### config.mk
export PLATFORM = sky130hd
export DESIGN_NAME = tree_reduce_sequencer
export DESIGN_NICKNAME = d
export VERILOG_FILES = /design/src/rtl/tree_reduce_pkg.sv /design/src/rtl/binary_tree_adder_unsigned.sv /design/src/rtl/tree_reduce_sequencer.sv
export SDC_FILE = /design/constraint.sdc
export NUM_CORES = 1
export LEC_CHECK = 0
export ABC_AREA = 1
export BUFFER_PORTS_ARGS = -buffer_cell sky130_fd_sc_hd__buf_2
export CORE_AREA = 2 2 78 110
export CTS_CLUSTER_SIZE = 8
export DETAILED_ROUTE_END_ITERATION = 7
export DIE_AREA = 0 0 80 112
export HOLD_SLACK_MARGIN = 0.06
export PLACE_DENSITY = 0.8
export SYNTH_ARGS = -nofsm -noshare
export SYNTH_HDL_FRONTEND = slang
export SYNTH_HIERARCHICAL = 1
export SYNTH_SLANG_ARGS = --single-unit
### constraint.sdc
create_clock -name clk -period 5.3 [get_ports clk]
set_clock_uncertainty 0.15 [all_clocks]
set_input_delay 1.06 -clock clk [delete_from_list [all_inputs] [get_ports clk]]
set_output_delay 1.06 -clock clk [all_outputs]
set_load 0.02 [all_outputs]
### src/rtl/tree_reduce_pkg.sv
// rtl/tree_reduce_pkg.sv - shared types, width helpers and beat-count decode for tree_reduce_sequencer
package tree_reduce_pkg;

  // DRAIN is only reachable when TREE_REDUCE_PIPE_EN is defined
  typedef enum logic [1:0] {
    IDLE  = 2'd0,
    ACCUM = 2'd1,
    DRAIN = 2'd2,
    DONE  = 2'd3
  } state_e;

  function automatic int tree_width(input int inputs, input int p);
    return p + $clog2(inputs);
  endfunction

  function automatic int sum_width(input int inputs, input int p, input int max_beats);
    return p + $clog2(inputs) + $clog2(max_beats);
  endfunction

  function automatic int cnt_width(input int max_beats);
    return $clog2(max_beats) + 1;
  endfunction

  function automatic bit is_pow2(input int v);
    return (v > 0) && ((v & (v - 1)) == 0);
  endfunction

  // zero beats means one; anything above the maximum is clamped
  function automatic int decode_beats(input int cfg, input int max_beats);
    if (cfg == 0) begin
      return 1;
    end
    if (cfg > max_beats) begin
      return max_beats;
    end
    return cfg;
  endfunction

endpackage

### src/rtl/binary_tree_adder_unsigned.sv
// rtl/binary_tree_adder_unsigned.sv - combinational unsigned pairwise adder tree
module binary_tree_adder_unsigned #(
  parameter int INPUTS_AMOUNT = 8,
  parameter int P = 8,
  localparam int OUT_W = P + $clog2(INPUTS_AMOUNT)
) (
  input  logic [P-1:0]     in_data [INPUTS_AMOUNT],
  output logic [OUT_W-1:0] sum
);

  logic [OUT_W-1:0] node [INPUTS_AMOUNT];

  // halve the operand set each level, adding neighbours, until one value remains
  always_comb begin
    for (int i = 0; i < INPUTS_AMOUNT; i++) begin
      node[i] = OUT_W'(in_data[i]);
    end
    for (int w = INPUTS_AMOUNT / 2; w >= 1; w = w / 2) begin
      for (int i = 0; i < w; i++) begin
        node[i] = node[2*i] + node[2*i+1];
      end
    end
    sum = node[0];
  end

endmodule

### src/rtl/tree_reduce_sequencer.sv
// rtl/tree_reduce_sequencer.sv - streams beats through an adder tree and accumulates one result per reduction (option: TREE_REDUCE_PIPE_EN)
module tree_reduce_sequencer
  import tree_reduce_pkg::*;
#(
  parameter int INPUTS = 8,
  parameter int P = 8,
  parameter int MAX_BEATS = 16,
  localparam int SUM_W = sum_width(INPUTS, P, MAX_BEATS),
  localparam int CNT_W = cnt_width(MAX_BEATS)
) (
  input  logic             clk,
  input  logic             rst,
  input  logic [CNT_W-1:0] cfg_beats,
  input  logic [P-1:0]     in_data [INPUTS],
  input  logic             in_valid,
  output logic             in_ready,
  output logic [SUM_W-1:0] out_sum,
  output logic             out_valid,
  input  logic             out_ready,
  output logic             busy,
  output logic [CNT_W-1:0] beat_cnt
);

  localparam int TREE_W = tree_width(INPUTS, P);

  if (!is_pow2(INPUTS)) begin : g_bad_inputs
    $fatal(1, "INPUTS must be a power of 2");
  end
  if (!is_pow2(MAX_BEATS)) begin : g_bad_max_beats
    $fatal(1, "MAX_BEATS must be a power of 2");
  end

`ifdef TREE_REDUCE_PIPE_EN
  // the last beat still sits in the pipe register, so drain it before DONE
  localparam state_e LAST_ST = DRAIN;
`else
  localparam state_e LAST_ST = DONE;
`endif

  logic [TREE_W-1:0] tree_sum;
  logic [SUM_W-1:0]  tree_ext;
  logic [CNT_W-1:0]  cfg_dec;
  logic [CNT_W-1:0]  cnt_inc;
  logic              hs;

  state_e            state_q, state_d;
  logic [SUM_W-1:0]  acc_q, acc_d;
  logic [CNT_W-1:0]  cnt_q, cnt_d;
  logic [CNT_W-1:0]  tgt_q, tgt_d;

`ifdef TREE_REDUCE_PIPE_EN
  logic [SUM_W-1:0]  pipe_sum_q, pipe_sum_d;
  logic              pipe_vld_q, pipe_vld_d;
  logic              pipe_first_q, pipe_first_d;
`endif

  binary_tree_adder_unsigned #(
    .INPUTS_AMOUNT(INPUTS),
    .P            (P)
  ) u_tree (
    .in_data(in_data),
    .sum    (tree_sum)
  );

  assign tree_ext = SUM_W'(tree_sum);
  assign cfg_dec  = CNT_W'(decode_beats(int'(cfg_beats), MAX_BEATS));
  assign cnt_inc  = cnt_q + CNT_W'(1);
  assign hs       = in_valid && in_ready;

  // reduction FSM: beat counting, target latch and handshake signalling
  always_comb begin
    state_d   = state_q;
    cnt_d     = cnt_q;
    tgt_d     = tgt_q;
    in_ready  = 1'b0;
    out_valid = 1'b0;
    case (state_q)
      IDLE: begin
        in_ready = 1'b1;
        if (in_valid) begin
          cnt_d   = CNT_W'(1);
          tgt_d   = cfg_dec;
          state_d = (cfg_dec == CNT_W'(1)) ? LAST_ST : ACCUM;
        end
      end
      ACCUM: begin
        in_ready = 1'b1;
        if (in_valid) begin
          cnt_d = cnt_inc;
          if (cnt_inc == tgt_q) begin
            state_d = LAST_ST;
          end
        end
      end
      DRAIN: begin
        state_d = DONE;
      end
      DONE: begin
        out_valid = 1'b1;
        if (out_ready) begin
          state_d = IDLE;
        end
      end
      default: begin
        state_d = IDLE;
      end
    endcase
  end

`ifdef TREE_REDUCE_PIPE_EN
  // capture tree sum on handshake; fold the previous cycle's captured sum into acc
  always_comb begin
    pipe_sum_d   = hs ? tree_ext : pipe_sum_q;
    pipe_vld_d   = hs;
    pipe_first_d = hs ? (state_q == IDLE) : pipe_first_q;
    acc_d        = acc_q;
    if (pipe_vld_q) begin
      acc_d = pipe_first_q ? pipe_sum_q : (acc_q + pipe_sum_q);
    end
  end
`else
  // first beat loads the accumulator, later beats add into it
  always_comb begin
    acc_d = acc_q;
    if (hs) begin
      acc_d = (state_q == IDLE) ? tree_ext : (acc_q + tree_ext);
    end
  end
`endif

  // state and datapath registers, reset discards any partial reduction
  always_ff @(posedge clk) begin
    if (rst) begin
      state_q      <= IDLE;
      acc_q        <= '0;
      cnt_q        <= '0;
      tgt_q        <= '0;
`ifdef TREE_REDUCE_PIPE_EN
      pipe_sum_q   <= '0;
      pipe_vld_q   <= 1'b0;
      pipe_first_q <= 1'b0;
`endif
    end else begin
      state_q      <= state_d;
      acc_q        <= acc_d;
      cnt_q        <= cnt_d;
      tgt_q        <= tgt_d;
`ifdef TREE_REDUCE_PIPE_EN
      pipe_sum_q   <= pipe_sum_d;
      pipe_vld_q   <= pipe_vld_d;
      pipe_first_q <= pipe_first_d;
`endif
    end
  end

  assign out_sum  = acc_q;
  assign busy     = (state_q != IDLE);
  assign beat_cnt = cnt_q;

endmodule

## Word-level counts from Yosys, hierarchy flattened

Index checks and enable logic that the tools add are counted.

- Flip-flop bits (word level): 27
- Bits in latches: 0
- Bits in writable memories: 0
- Bits in read-only memories: 0
- Word-level logic and storage cells: 51
- Memories: 0

- Add/sub/neg operators: 9
- $mul: 0
- Div/mod/pow operators: 0
- Order comparisons: 1
- Equal/unequal tests: 9
- Shift-type cells: 0
- Multiplexer cells: 19
- Bitwise logic cells: 0
- Reduce and logical (&&, ||, !) cells: 9

Operator list:

| cell | number |
|---|---|
| adder 8 x 8 -> 9 bit | 4 |
| adder 11 bit | 3 |
| 2-to-1 mux 5 bit | 5 |
| adder 15 x 11 -> 15 bit | 1 |
| 2-to-1 mux 15 bit | 1 |
| 2-to-1 mux 2 bit | 5 |
| case mux 5 bit (2 select lines) | 1 |
| != test 2 bit (second input constant) | 4 |
| case mux 2 bit (4 select lines) | 1 |
| 2-to-1 mux 1 bit | 6 |
| adder 5 x 1 -> 5 bit (second input constant) | 1 |
| == test 5 x 1 -> 1 bit (second input constant) | 1 |
| == test 5 bit | 1 |
| > comparator 5 bit (second input constant) | 1 |
| logical NOT 5 bit | 1 |
| == test 2 bit (second input constant) | 2 |
| AND reduction 4 bit | 1 |
| nonzero test 2 bit | 2 |
| AND reduction 3 bit | 1 |
| == test 2 x 1 -> 1 bit (second input constant) | 1 |
| logical NOT 2 bit | 1 |
| AND reduction 2 bit | 1 |
| OR reduction 2 bit | 1 |
| logical AND 1 bit | 1 |

## Logic depth before layout (Yosys ltp)

Gate-level depths: netlist of the first run.

- Word-level depth: 9
- Gate-level depth with buffers: 28

## Hierarchy

The synthesis of the first run kept the hierarchy.

Modules (own cells, without submodules):

| module | instances | cells each | area an instance (um^2) | seq. area each (um^2) |
|---|---|---|---|---|
| tree_reduce_sequencer | 1 | 317 | 2024.4 | 540.5 |
| binary_tree_adder_unsigned | 1 | 258 | 1911.8 | 0.0 |

## Worst setup path before layout of the first run

OpenSTA, ideal clock, no wires.

- Path kind: input-to-reg
- Start point: in in_data[5] (netlist bit)
- End point: reg acc_q[13] (netlist: out_sum[13])
- Arrival: 5.171 ns
- Slack: -0.136 ns
- Cell stages on the path: 24
- Path buffers: 0
- Cells stage by stage: inv_1 fa_1 inv_1 fa_1 fa_1 inv_1 fa_1 inv_1 ha_1 a21oi_1 nor2_1 nor2_1 nand2_1 nand2_1 nand2_1 ha_1 nand2_1 inv_1 a21oi_2 nand3_2 nand2_2 nand2_4 a21oi_1 nor2_1

- Cells in the longest elaborated chain, start to end: 5

RTL lines:

| element | line | source |
|---|---|---|
| from (decl) | tree_reduce_sequencer.sv:14 | `input logic [P-1:0] in_data [INPUTS],` |
| adder 8 x 8 -> 9 bit | binary_tree_adder_unsigned.sv:20 | `node[i] = node[2*i] + node[2*i+1];` |
| adder 11 bit (2 in series) | binary_tree_adder_unsigned.sv:20 |  |
| named net tree_sum[8] | tree_reduce_sequencer.sv:40 | `logic [TREE_W-1:0] tree_sum;` |
| adder 15 x 11 -> 15 bit | tree_reduce_sequencer.sv:126 | `acc_d = (state_q == IDLE) ? tree_ext : (acc_q + tree_ext);` |
| 2-to-1 mux 15 bit | tree_reduce_sequencer.sv:126 |  |
| to (signal assigned) | tree_reduce_sequencer.sv:135 | `acc_q <= '0;` |
| to (signal assigned) | tree_reduce_sequencer.sv:145 | `acc_q <= acc_d;` |
| to (decl) | tree_reduce_sequencer.sv:47 | `logic [SUM_W-1:0] acc_q, acc_d;` |

The timed path passes the listed nets, and every way through them passes these cells.
A chain may end at the register's enable or synchronous reset.

## Worst setup path in the final report of the first run

- Start point: in in_data[27] (netlist bit)
- End point: reg acc_q[11] (netlist: out_sum[11])

The elaborated chain is that of the path after synthesis.

==> results.py, run 1 <==
metrics = {
    "global_routing": {
        "grt-ovfl-total": 0,
        "grt_pass1_vias": 4089,
        "grtUsageTotal_pct": 22.7,
        "grt_first_pass_wirelength_um": 16600,
        "grt_max_degree": 20,
        "antenna_found_initial": 0,
    },
    "synthesis": {
        "synth_compound_area_share_pct": 10.3,
        "post_synth_num_cell_types": 36,
        "synth_top_family_by_area": "adder cells",
        "synth.ff_latch_count": 27,
        "synth_area_leaders": "fa_1, dfxtp_1, inv_1, ha_1, nand2_1",
        "syn_nets": 728,
        "synthCells": 575,
        "ys_seq_area_share_pct": 13.7,
        "avgSynthCellArea_um2": 6.85,
        "synth.area.mux_share_pct": 0,
        "synth_fa_ha_area_share_pct": 33.1,
        "yosys_warnings": 6,
        "yosys.area_share.simple_pct": 26.5,
        "synth_top_area_share_pct": 20.3,
        "synth-xor-area-share_pct": 2.00,
        "netlist_area_um2": 3940,
        "yosys.area.top_type": "fa_1",
    },
    "placement": {
        "dp.final_hpwl_um": 7860,
        "place_inst": 792,
        "place.gp.congestion": 0.895,
        "io_buffers": 95,
        "post-place-ws_ns": -0.402,
    },
    "detailed_routing": {
        "viasPerCell": 5.21,
        "wl_per_cell_um": 13.7,
        "wirelength_um": 11000,
        "drt_iter0_drc": 316,
        "routed-via-count": 4178,
        "final_antenna_net_count": 0,
        "drc_errors": 0,
        "firstDrtPassIters": 4,
    },
    "clock_tree": {
        "clock_latency_ns": 0.27,
        "clkSinkCount": 27,
        "cts_buffers": 3,
        "clock_path_buffers": 2,
        "ctsRootBufferMaster": "clkbuf_16",
        "h-tree-depth": 1,
        "clkTransAtPathRegs_ns": 0.07,
        "cts_tree": "done",
    },
    "sta": {
        "worst_slew_pin_slew_ns": 0.497,
        "hold_violations": 0,
        "post-route-period-util_pct": 100,
        "finalSetupTns_ns": -0.0397,
        "slew_headroom_pct": 66.9,
        "setup_ws_ns": -0.0150,
        "setup_viol": 4,
        "final_max_slew_viol_count": 0,
        "fmaxAchievable_mhz": 188,
        "rsz0062_at_grt": "true",
        "fin_crit_ns": 5.31,
    },
    "cells_and_area": {
        "diodes": 0,
        "drive_gt1_share_pct": 37.1,
        "instances_no_fill": 802,
        "nets": 854,
        "fillers": 633,
        "area_delta_synth_final_pct": 37.8,
    },
    "floorplan": {
        "core-area_um2": 8000,
        "fp.dieH_um": 112,
        "start_util_pct": 49.2,
        "rows": 39,
        "die_x_um": 80,
        "die-area_um2": 8960,
        "ios": 96,
    },
    "worst_setup_path": {
        "worstSetupEndpointType": "flip-flop",
        "timing.critical_path.from_type": "input port",
        "path_class": "input port to flip-flop",
        "reg2reg_slack_ns": 2.73,
        "startpoint": "in_data[27]",
        "required_ns": 5.31,
        "reg2reg_depth": 11,
        "crit_path_end": "out_sum[11]$_SDFFE_PP0P_",
        "reg2reg_from": "state_q[1]$_SDFFE_PP0P_",
        "cp_data_arrival_time_ns": 5.33,
        "crit_path_max_fanout": 4,
        "reg2reg_to": "out_sum[13]$_SDFFE_PP0P_",
    },
    "hold_path": {
        "hold_path_class": "flip-flop to flip-flop",
    },
    "flow_run": {
        "maxCapViolations": 0,
    },
    "outcome": {
        "violations": "setup timing",
        "status": "complete, but fails checks",
    },
}
==> kinds of logic after synthesis <==
logic type,Yosys count
buffers and inverters,149
adder cells (fa/ha/maj),80
AND/OR/NAND/NOR,236
AO/OA/AOI/OAI,74
XOR/XNOR,9
flip-flops,27
==> cells in the final DEF, fill, tap and decap left out, types with 2 or more instances in the layout <==
cell       instances
o21ai_0           10
nor2_2             4
o22ai_1            2
buf_2             92
nand2_4           15
fa_1              39
ha_4              15
buf_4             29
buf_6              6
a21oi_2           14
xnor2_1            3
xnor2_2            2
a21oi_1           36
inv_2             18
nand4_1            7
dfxtp_1           27
nand3_1           23
nand3b_1           3
inv_4              2
nand3_2           12
nand2_1           98
xor2_1             2
nor2_4             4
a31oi_1            2
nor3_1             2
inv_1            122
a21oi_4            3
ha_1              24
clkbuf_16          3
nand2_2           29
or2_4              2
nor2_1            34
==> worst max-delay path: stages <==
cell     delay (ns)
buf_2          0.08
inv_1          0.05
fa_1           0.50
fa_1           0.57
fa_1           0.44
fa_1           0.54
inv_1          0.06
ha_4           0.25
or2_4          0.27
nand3_2        0.07
nand2_2        0.09
xor2_4         0.17
ha_4           0.30
buf_6          0.10
nand2_4        0.07
nor2_4         0.15
nand3_2        0.12
nand3_2        0.11
nand2_2        0.07
nand2_4        0.08
nand2_2        0.06
nand2_2        0.07
a21oi_2        0.05
==> Yosys cell counts <==
cell,number
clkbuf_2,1
buf_4,1
a31oi_1,2
ha_1,40
clkbuf_1,1
nand4_1,7
or2_2,1
or2_4,1
o21ai_2,1
buf_2,3
a21oi_2,3
o21ai_0,11
clkinv_2,1
nand2_2,8
fa_1,40
a21boi_1,1
a21o_1,1
o22ai_1,2
dfxtp_1,27
nand3b_1,3
inv_2,2
nand2_1,131
o21a_1,1
nor2_2,2
o32ai_1,1
or2_1,2
o21bai_1,1
inv_1,140
nand3_2,4
nor3_1,2
xor2_1,4
xnor2_1,5
nand3_1,32
a21oi_1,50
nand2_4,3
nor2_1,40
==> per-layer routing <==
metal	GRT usage (%)	vias to the layer above	part of all wire, %
met1	23.4	1950	35
met5	0	-	0
met2	44.3	164	56
met4	11.0	0	5.0
li1	-	2010	-
met3	1.70	54	4.3
==> through the flow <==
step	cell area [um^2]	hold WS, ns	utilization, %
floorplan	4020	0.301	-
global placement	4790	0.302	59.8
detailed placement	4790	0.323	59.8
CTS	4940	0.334	61.7
global route	5420	0.358	67.8
finish	5420	0.337	67.8
==> flip-flops by register name, summed over array words and instances, names as in the netlist <==
name,flops
out_sum,15
tgt_q,5
beat_cnt,5
state_q,2
==> final cells by class <==
type / count / area, um^2 / share of cell area, %
clock buffer: 3 / 75.1 / 1.38
clock inverter: 1 / 7.51 / 0.138
inverter: 143 / 543 / 10.0
multi-input combinational: 399 / 3380 / 62.4
sequential: 27 / 541 / 9.97
tap: 102 / 128 / 2.35
timing repair buffer: 127 / 746 / 13.8
==> timing repair <==
| item | CTS | global route |
|---|---|---|
| hold buffers | 0 | 0 |
| buffers inserted | 1 | 5 |
| setup endpoints to repair | 3 | 11 |
| resized for setup | 12 | 112 |
| pin swaps | 21 | 77 |
==> how the worst min path moves through the flow <==
stage / cells after the start / slack, ns / endpoint / from
after CTS: 2 / 0.33 / out_sum[14]$_SDFFE_PP0P_ / out_sum[14]$_SDFFE_PP0P_
final: 2 / 0.34 / out_sum[14]$_SDFFE_PP0P_ / out_sum[14]$_SDFFE_PP0P_
after global placement: 2 / 0.30 / out_sum[14]$_SDFFE_PP0P_ / out_sum[14]$_SDFFE_PP0P_
after floorplan: 2 / 0.30 / tgt_q[3]$_SDFFE_PP0P_ / tgt_q[3]$_SDFFE_PP0P_
after global routing: 2 / 0.36 / out_sum[14]$_SDFFE_PP0P_ / out_sum[14]$_SDFFE_PP0P_
after detailed placement: 2 / 0.32 / out_sum[14]$_SDFFE_PP0P_ / out_sum[14]$_SDFFE_PP0P_
Power of run 1 is not shown: default switching activity piles up to over one toggle a cycle in this logic, so the estimate is an artifact.
==> run 2: changes to the inputs <==
--- a/config.mk
+++ b/config.mk
@@ -7,12 +7,12 @@
 export LEC_CHECK = 0
 export ABC_AREA = 1
 export BUFFER_PORTS_ARGS = -buffer_cell sky130_fd_sc_hd__buf_2
-export CORE_AREA = 2 2 78 110
+export CORE_AREA = 2 2 72 101
 export CTS_CLUSTER_SIZE = 8
 export DETAILED_ROUTE_END_ITERATION = 7
-export DIE_AREA = 0 0 80 112
+export DIE_AREA = 0 0 74 103
 export HOLD_SLACK_MARGIN = 0.06
-export PLACE_DENSITY = 0.8
+export PLACE_DENSITY = 0.88
 export SYNTH_ARGS = -nofsm -noshare
 export SYNTH_HDL_FRONTEND = slang
 export SYNTH_HIERARCHICAL = 1
==> constraint.sdc (replaced) <==
create_clock -name clk -period 6.3 [get_ports clk]
set_clock_uncertainty 0.15 [all_clocks]
set_input_delay 1.26 -clock clk [delete_from_list [all_inputs] [get_ports clk]]
set_output_delay 1.26 -clock clk [all_outputs]
set_load 0.02 [all_outputs]
==> run 2 against run 1 <==
  * The flow now finishes without violations
  * Final area fell by 16%
  * Worst hold slack worse by 0.011 ns
  * Clock-buffer cell count unchanged
  * Non-clock buffer count down 32
  * Setup slack gained 0.57 ns
  * Utilization down 0.89 points
  * First-iteration DRC count down 25%
  * Wire length decreased by 19%
  * Via count decreased by 6.3%
  * Die area decreased by 15%
  * Sequential cell count is the same
  * Sequential share of layout area is 1.9 points higher
  * Critical path type unchanged
==> results.py, run 2 (same netlist as run 1, synthesis figures left out) <==
metrics = {
    "outcome": {
        "status": "finished clean",
    },
    "cells_and_area": {
        "final_cell_mix": "inv_1, nand2_1, buf_2",
        "diodes": 0,
        "nets": 822,
        "largest_reg_flops": 15,
        "final_common_cell": "inv_1",
        "area_delta_synth_final_pct": 15.5,
        "drive_gt1_share_pct": 18.7,
        "fillers": 595,
    },
    "detailed_routing": {
        "wirelength_um": 8920,
        "final_antenna_net_count": 0,
        "drc_errors": 0,
        "wl_per_cell_um": 11.7,
        "drt_iter0_drc": 236,
        "viasPerCell": 5.13,
        "firstDrtPassIters": 5,
        "routed-via-count": 3915,
    },
    "sta": {
        "fin_crit_ns": 5.74,
        "worst_slew_pin_slew_ns": 0.462,
        "final_max_slew_viol_count": 0,
        "setup_ws_ns": 0.558,
        "post-route-period-util_pct": 91.1,
        "slew_headroom_pct": 69.2,
        "fmaxAchievable_mhz": 174,
        "rsz0062_at_grt": "false",
        "setup_viol": 0,
        "finalSetupTns_ns": 0,
        "hold_violations": 0,
    },
    "hold_path": {
        "hold_path_class": "flip-flop to flip-flop",
        "hp-start": "out_sum[14]$_SDFFE_PP0P_",
        "whs_endpoint": "out_sum[14]$_SDFFE_PP0P_",
        "hold_depth": 2,
    },
    "clock_tree": {
        "h-tree-depth": 1,
        "clock_latency_ns": 0.29,
        "clkTransAtPathRegs_ns": 0.11,
        "clock_path_buffers": 2,
        "post_cts_buffers": 0,
        "clkSinkCount": 27,
        "ctsRootBufferMaster": "clkbuf_8",
        "holdBufCountCts": 0,
        "cts_tree": "done",
        "cts_resized": 0,
        "cts_buffers": 3,
    },
    "worst_setup_path": {
        "slowest_delay_ns": 0.54,
        "reg2reg_slack_ns": 3.79,
        "reg2reg_to": "out_sum[13]$_SDFFE_PP0P_",
        "required_ns": 6.34,
        "critical-path-top-delay-family": "adder cells",
        "timing.critical_path.from_type": "input port",
        "slowest_stage": "fa_1",
        "crit_path_max_fanout": 4,
        "cp_data_arrival_time_ns": 5.78,
        "worstSetupEndpointType": "flip-flop",
        "path_class": "input port to flip-flop",
        "reg2reg_depth": 10,
        "crit_top_cell": "nand2_1",
        "reg2reg_from": "state_q[0]$_SDFFE_PP0P_",
        "crit_buf_inv": 5,
    },
    "global_routing": {
        "grt_first_pass_wirelength_um": 15500,
        "grt-ovfl-total": 0,
        "grt_max_degree": 20,
        "antenna_found_initial": 0,
        "grt_pass1_vias": 3951,
        "grtUsageTotal_pct": 25.0,
    },
    "placement": {
        "dp.final_hpwl_um": 7520,
        "io_buffers": 95,
        "post-place-ws_ns": 0.265,
        "place.gp.congestion": 0.887,
    },
    "flow_run": {
        "maxCapViolations": 0,
    },
    "floorplan": {
        "die-area_um2": 7620,
        "start_util_pct": 57.9,
        "fp.dieH_um": 103,
        "core-area_um2": 6800,
        "die_x_um": 74,
        "ios": 96,
        "rows": 36,
    },
}
[run 2: through the flow]
stage / area (um^2) / hold slack, ns / util [%] / cells
after floorplan: 3940 / 0.301 / - / 575
after global placement: 4500 / 0.308 / 66.2 / 759
after detailed placement: 4500 / 0.314 / 66.2 / 759
after CTS: 4550 / 0.332 / 66.9 / 763
after global routing: 4550 / 0.348 / 66.9 / 763
final: 4550 / 0.327 / 66.9 / 763
[run 2: final cells by class]
cell class / count / area [um^2] / share of cell area (%)
flip-flops and latches: 27 / 541 / 11.9
multi-input cells: 399 / 2830 / 62.1
clock buffers: 3 / 41.3 / 0.908
clock inverters: 1 / 7.51 / 0.165
well taps: 95 / 119 / 2.61
inverters: 143 / 538 / 11.8
repair buffers: 95 / 475 / 10.5
[run 2: worst max path at each step]
| stage | startpoint | cells past startpoint | end |
|---|---|---|---|
| after floorplan | in_data[5] | 24 | out_sum[13]$_SDFFE_PP0P_ |
| after global placement | in_data[5] | 26 | out_sum[11]$_SDFFE_PP0P_ |
| after CTS | in_data[5] | 25 | out_sum[11]$_SDFFE_PP0P_ |
| after global routing | in_data[5] | 26 | out_sum[13]$_SDFFE_PP0P_ |
| final | in_data[5] | 26 | out_sum[11]$_SDFFE_PP0P_ |
| after detailed placement | in_data[5] | 26 | out_sum[11]$_SDFFE_PP0P_ |
[run 2: per-layer routing]
metal  vias to the layer above  GRT usage [%]  routed length (um)
met2                       119           49.2                4900
met3                        28           1.96                 335
li1                       1952              -                   -
met5                         -              0                   0
met1                      1816           25.9                3390
met4                         0           11.3                 289
[run 2: worst reg2reg max path: cells and delay by family (launching register included)]
| family | cells | cell delay [ns] |
|---|---|---|
| and+or+nand+nor | 5 | 0.62 |
| DFF | 1 | 0.42 |
| buffers and inverters | 3 | 0.72 |
| adders and majority gates | 1 | 0.37 |
| AOI/OAI and AO/OA | 1 | 0.14 |
Power of run 2 is left out for the same reason.
